**config.mk**
```make
export PLATFORM = sky130hd
export DESIGN_NAME = edge_morph_3x3
export DESIGN_NICKNAME = d
export VERILOG_FILES = /design/src/rtl/isp_pkg.sv /design/src/rtl/edge_morph_3x3_line_buf.sv /design/src/rtl/edge_morph_3x3.sv
export SDC_FILE = /design/constraint.sdc
export NUM_CORES = 2
export LEC_CHECK = 0
export ABC_AREA = 1
export ABC_CLOCK_PERIOD_IN_PS = 23200
export CORE_MARGIN = 2
export CORE_UTILIZATION = 40
export DETAILED_ROUTE_END_ITERATION = 6
export PLACE_DENSITY = 0.61
export SYNTH_ARGS = -nofsm -noshare
export SYNTH_HDL_FRONTEND = slang
export SYNTH_SLANG_ARGS = --single-unit
```
**constraint.sdc**
```tcl
create_clock -name clk -period 23.2 [get_ports clk]
set_input_delay 5.8 -clock clk [delete_from_list [all_inputs] [get_ports clk]]
set_output_delay 5.8 -clock clk [all_outputs]
set_load 0.02 [all_outputs]
```
**src/rtl/isp_pkg.sv**
```systemverilog
// Shared pixel constants and morphology mode encoding for the ISP post-processing stages.
package isp_pkg;

   localparam logic [7:0] EDGE_VAL = 8'h00;
   localparam logic [7:0] BG_VAL   = 8'hFF;

   typedef enum logic {
      MORPH_DILATE = 1'b0,
      MORPH_ERODE  = 1'b1
   } morph_mode_e;

endpackage

```
**src/rtl/edge_morph_3x3_line_buf.sv**
```systemverilog
// One-bit-wide line memory: one write port and one registered read port.
// A read and a write to the same address in one cycle returns the old contents.
module line_buf_1bit #(
   parameter int DEPTH = 640,
   parameter int AW    = $clog2(DEPTH)
) (
   input  logic          clk,
   input  logic          rst_n,
   input  logic          we,
   input  logic [AW-1:0] wr_addr,
   input  logic          wdata,
   input  logic          re,
   input  logic [AW-1:0] rd_addr,
   output logic          rdata
);

   logic mem [DEPTH];

   always_ff @(posedge clk) begin
      if (we)
         mem[wr_addr] <= wdata;
   end

   always_ff @(posedge clk) begin
      if (!rst_n)
         rdata <= 1'b0;
      else if (re)
         rdata <= mem[rd_addr];
   end

endmodule

```
**src/rtl/edge_morph_3x3.sv**
```systemverilog
// 3x3 binary dilation/erosion of a Sobel edge map, with a fixed two-clock latency.
// The output pixel at stream position (r,c) is the operation over input rows r-2..r, cols c-2..c.
module edge_morph_3x3
   import isp_pkg::*;
#(
   parameter logic [11:0] H_DISP = 12'd640,
   parameter logic [11:0] V_DISP = 12'd480,
   parameter logic        MODE   = MORPH_DILATE
) (
   input  logic       clk,
   input  logic       rst_n,
   input  logic       sobel_de,
   input  logic       sobel_hsync,
   input  logic       sobel_vsync,
   input  logic [7:0] sobel_data,
   output logic       morph_de,
   output logic       morph_hsync,
   output logic       morph_vsync,
   output logic [7:0] morph_data
);

   localparam int AW = $clog2(int'(H_DISP));

   logic        e;
   logic        de_prev;
   logic        vs_prev;
   logic        de_fall;
   logic        vs_rise;
   logic        pix_ok;
   logic [11:0] col_cnt;
   logic [11:0] row_cnt;
   logic        col_full;

   logic        pix_ok_d1;
   logic [11:0] col_d1;
   logic [11:0] row_d1;
   logic [1:0]  de_dl;
   logic [1:0]  hs_dl;
   logic [1:0]  vs_dl;
   logic [2:0]  win_r;
   logic [1:0]  win_r1;
   logic [1:0]  win_r2;
   logic        lb0_q;
   logic        lb1_q;

   logic [2:0]  col_mask;
   logic [2:0]  tap_r;
   logic [2:0]  tap_r1;
   logic [2:0]  tap_r2;
   logic [8:0]  taps;
   logic        hit;

   assign e       = (sobel_data == EDGE_VAL);
   assign de_fall = de_prev & ~sobel_de;
   assign vs_rise = sobel_vsync & ~vs_prev;
   // Pixels past the last column are neither stored nor allowed to produce an edge.
   assign pix_ok  = sobel_de & ~col_full;

   always_ff @(posedge clk) begin
      if (!rst_n) begin
         de_prev  <= 1'b0;
         vs_prev  <= 1'b0;
         col_cnt  <= '0;
         col_full <= 1'b0;
         row_cnt  <= '0;
      end else begin
         de_prev <= sobel_de;
         vs_prev <= sobel_vsync;
         if (de_fall) begin
            col_cnt  <= '0;
            col_full <= 1'b0;
         end else if (pix_ok) begin
            if (col_cnt == H_DISP - 12'd1)
               col_full <= 1'b1;
            else
               col_cnt <= col_cnt + 12'd1;
         end
         if (vs_rise)
            row_cnt <= '0;
         else if (de_fall && (row_cnt != V_DISP - 12'd1))
            row_cnt <= row_cnt + 12'd1;
      end
   end

   // LB1 receives LB0's old word one cycle late, so its write address lags the shared read address.
   line_buf_1bit #(.DEPTH(int'(H_DISP))) u_lb0 (
      .clk     (clk),
      .rst_n   (rst_n),
      .we      (pix_ok),
      .wr_addr (col_cnt[AW-1:0]),
      .wdata   (e),
      .re      (pix_ok),
      .rd_addr (col_cnt[AW-1:0]),
      .rdata   (lb0_q)
   );

   line_buf_1bit #(.DEPTH(int'(H_DISP))) u_lb1 (
      .clk     (clk),
      .rst_n   (rst_n),
      .we      (pix_ok_d1),
      .wr_addr (col_d1[AW-1:0]),
      .wdata   (lb0_q),
      .re      (pix_ok),
      .rd_addr (col_cnt[AW-1:0]),
      .rdata   (lb1_q)
   );

   always_ff @(posedge clk) begin
      if (!rst_n) begin
         pix_ok_d1 <= 1'b0;
         col_d1    <= '0;
         row_d1    <= '0;
         de_dl     <= '0;
         hs_dl     <= '0;
         vs_dl     <= '0;
         win_r     <= '0;
         win_r1    <= '0;
         win_r2    <= '0;
      end else begin
         pix_ok_d1 <= pix_ok;
         col_d1    <= col_cnt;
         row_d1    <= row_cnt;
         de_dl     <= {de_dl[0], sobel_de};
         hs_dl     <= {hs_dl[0], sobel_hsync};
         vs_dl     <= {vs_dl[0], sobel_vsync};
         if (pix_ok) begin
            win_r  <= {win_r[1:0], e};
            win_r1 <= {win_r1[0], lb0_q};
            win_r2 <= {win_r2[0], lb1_q};
         end
      end
   end

   // Taps outside the image read as background, which hides stale line-buffer words.
   always_comb begin
      col_mask = {(col_d1 >= 12'd2), (col_d1 >= 12'd1), 1'b1};
      tap_r    = win_r & col_mask;
      tap_r1   = {win_r1, lb0_q} & col_mask & {3{row_d1 >= 12'd1}};
      tap_r2   = {win_r2, lb1_q} & col_mask & {3{row_d1 >= 12'd2}};
      taps     = {tap_r2, tap_r1, tap_r};
      hit      = (MODE == MORPH_ERODE) ? (&taps) : (|taps);
   end

   always_ff @(posedge clk) begin
      if (!rst_n)
         morph_data <= BG_VAL;
      else
         morph_data <= (pix_ok_d1 && hit) ? EDGE_VAL : BG_VAL;
   end

   assign morph_de    = de_dl[1];
   assign morph_hsync = hs_dl[1];
   assign morph_vsync = vs_dl[1];

endmodule
```
==> out/metrics.yaml <==
outcome:
  outcome: "completed"
setup_path:
  end_kind: "flop"
  r2r_slack_ns: 18.24
  cp_common_cell: "nor2_1"
  timing.critical_path.required_ns: 23.65
  critical_path_class: "in -> reg"
  arrival_ns: 9.82
  worst_r2r_path_depth: 16
  critPathBufInv: 3
  r2r-start: "col_cnt[0]$_SDFFE_PP0P_"
  crit_chain: "clkdlybuf4s50_1 > inv_1 > nor2_1 > inv_1 > nor2_1 > nand2_1 > nor2_1"
  startpoint_type: "input port"
  path_delay_family: "simple AND/OR/NAND/NOR gates"
  critPathMaxFanout: 20
  r2r_end: "u_lb0.rdata$_SDFFE_PN0P_"
  crit_slowest_cell: "nor2_1"
  critPathMaxStageDelay_ns: 1.15
floorplan:
  pin_count: 24
  die-area_sq_mm: 0.158
  die-width_um: 398
  rows: 144
  core-area_sq_mm: 0.154
  start_util: 0.402
  die_height_um: 398
place:
  place_congestion: 0.892
  hpwl_um: 92600
  placed_cell_area_sq_mm: 0.0635
  preCtsSetupSlack_ns: 13.21
  io_buffers: 23
power:
  leakage_nw: 25.6
  combinationalPowerShare: 0.058
  swShare: 0.228
  pwr-share-seq: 0.517
  report.power.total_w: 0.00515
  internal-power_w: 0.00398
  p_switching_w: 0.00117
  p_per_area_mw_per_mm2: 75.9
  share_clk_of_total_power: 0.425
  ir_drop_mv: 0.0833
drt:
  wl_um: 169000
  avgViaCountPerCell: 5.17
  drtIter0Drc: 5197
  wl_per_cell_um: 19.1
  ant_nets: 0
  drc_errors: 0
  first_pass_iters: 6
  vias: 45800
synthesis:
  synth_area_leader_cell: "edfxtp_1"
  syn_inst: 6949
  synth_area_sq_mm: 0.0620
  yosysUniqueCellTypes: 35
  yosysWarnings: 0
  ys_ff_latch: 1346
  synth_top_area_frac: 0.620
  seq_area_frac_synth: 0.641
  synth.net_count: 6967
  synth_area_per_cell_sq_um: 8.92
  synth_area_leaders: "edfxtp_1 (62%), nand2_1 (13%), nor2_1 (11%), o21ai_0 (3.0%), inv_1 (2.7%)"
timing:
  setup_viol: 0
  hold_slack_ns: 0.415
  slew-limit-headroom: 0.0216
  drv_slew: 0
  min_period_ns: 9.37
  rsz0062_at_grt: "no"
  worst_slack_ns: 13.83
  fin_crit_sh: 0.404
  report.final.hold_viol_count: 0
  worstMarginPinSlew_ns: 1.46
  fin_tns_setup_ns: 0
  clock_skew_ns: 0.0292
  clock.fmax_mhz: 107
clock_network:
  clock_sinks: 1346
  hold_buffers: 0
  clkTransAtPathRegs_ns: 0.06
  cts_tree: "done"
  cts_buffers: 138
  cts_max_path_buffers: 3
  cts-resized-gates: 0
  cts_setup_buffers: 0
  root_buffer: "clkbuf_16"
  h-tree-depth: 4
  clk_latency_ns: 0.78
final_layout:
  mostFrequentLayoutCell: "nand2_1"
  antenna_cells: 0
  fin_nets: 6727
  drive_gt1_frac: 0.0433
  area_delta_synth_final_pct: 9.55
  mostFrequentLayoutCells: "nand2_1 (2104), nor2_1 (1889), edfxtp_1 (1280)"
  postLayoutCellArea_sq_mm: 0.0679
worst_hold_path:
  hold_path_depth: 2
  min_to: "hs_dl[1]$_SDFF_PN0_"
  min_from: "hs_dl[0]$_SDFF_PN0_"
  min-delay-path-class: "reg -> reg"
grt:
  antenna_found_initial: 0
  grt_pass1_vias: 43000
  grt_pass1_wl_um: 255000
  grt_max_degree: 266
  grt_overflow: 0
  grt_usage: 0.211
job:
  timing.max_cap.violations: 0
area by class of cell:
| cell class | count | area (sq um) |
|---|---|---|
| sequential | 1346 | 39800 |
| clock inverter | 72 | 543 |
| multi-input combinational | 4665 | 18500 |
| inverter | 453 | 1720 |
| fill | 14900 | 86100 |
| timing repair buffer | 105 | 933 |
| clock buffer | 175 | 3860 |
| tap | 2044 | 2560 |
worst reg2reg max path: stages (launching register included):
cell and delay (ns):
dfxtp_4 0.84, buf_4 0.68, buf_12 0.53, buf_4 1.00, nand2_1 0.16, nand3_1 0.13
nand2_1 0.08, nand2_1 0.22, nand2_1 0.18, nor2_1 0.19, nand2_1 0.07, nand2_1 0.07
nand4_1 0.10, nand2_1 0.07, nand2_1 0.05, nor2_1 0.35, a21oi_1 0.11
kinds of logic (layout without fill, tap and decap cells):
kind of cell / after synthesis / count (layout) / synth area share
simple gates: 4224 / 4224 / 0.261
flops: 1346 / 1346 / 0.641
buf+inv: 938 / 805 / 0.0607
compound gates: 434 / 434 / 0.0354
fa+ha+maj: 5 / 5 / 0.00101
xor+xnor: 2 / 2 / 0.000283
state kept, by name (all words and copies together), names as in the netlist, 3 cells and up:
signal     cells
row_d1        12
col_cnt       12
row_cnt       12
win_r          3
col_d1        12
u_lb1.mem    640
u_lb0.mem    640
synth_stat cells, drive strengths merged:
cell type	instances
o22ai	9
nand3	172
xor2	2
ha	5
o31ai	1
o21ai	393
o2111ai	1
nand3b	2
buf	217
nor3b	1
nor2	1894
nand2	2111
nor4	4
a211oi	1
nor3	28
dfxtp	66
nand4	10
o21bai	1
inv	453
clkbuf	268
or2	1
a21oi	26
edfxtp	1280
and2	1
a31oi	2
worst max path at each step:
stage                             start                       end  slack (ns)  cells after the start
after floorplan           sobel_data[1]    u_lb0.mem[0]$_DFFE_PP_        7.18                      2
after global placement         sobel_de  u_lb0.mem[161]$_DFFE_PP_       13.41                      7
after detailed placement       sobel_de  u_lb0.mem[147]$_DFFE_PP_       13.21                      7
after CTS                      sobel_de  u_lb0.mem[435]$_DFFE_PP_       14.03                      7
after global routing           sobel_de  u_lb0.mem[466]$_DFFE_PP_       13.66                      7
final                          sobel_de  u_lb0.mem[435]$_DFFE_PP_       13.83                      7
metal layers:
metal / GRT usage / part of all wire / up-vias
met1: 0.291 / 0.43 / 22300
met4: 0.0597 / 0.024 / 0
met2: 0.345 / 0.47 / 1696
met3: 0.0306 / 0.079 / 256
li1: - / - / 21600
met5: 0 / 0 / -
power by group through the flow:
| stage | Combinational, W | Sequential [W] | Clock [W] |
|---|---|---|---|
| floorplan | 0.000194 | 0.00274 | 0 |
| global placement | 0.000293 | 0.00272 | 0 |
| detailed placement | 0.000295 | 0.00272 | 0 |
| CTS | 0.000296 | 0.00266 | 0.00222 |
| global route | 0.000330 | 0.00266 | 0.00231 |
| finish | 0.000297 | 0.00266 | 0.00219 |
stage by stage:
| step | util | instances |
|---|---|---|
| after floorplan | - | 6949 |
| after global placement | 0.412 | 8613 |
| after detailed placement | 0.412 | 8613 |
| after CTS | 0.441 | 8860 |
| after global routing | 0.441 | 8860 |
| final | 0.441 | 8860 |
Note: power is estimated with default switching activity, not from simulation.
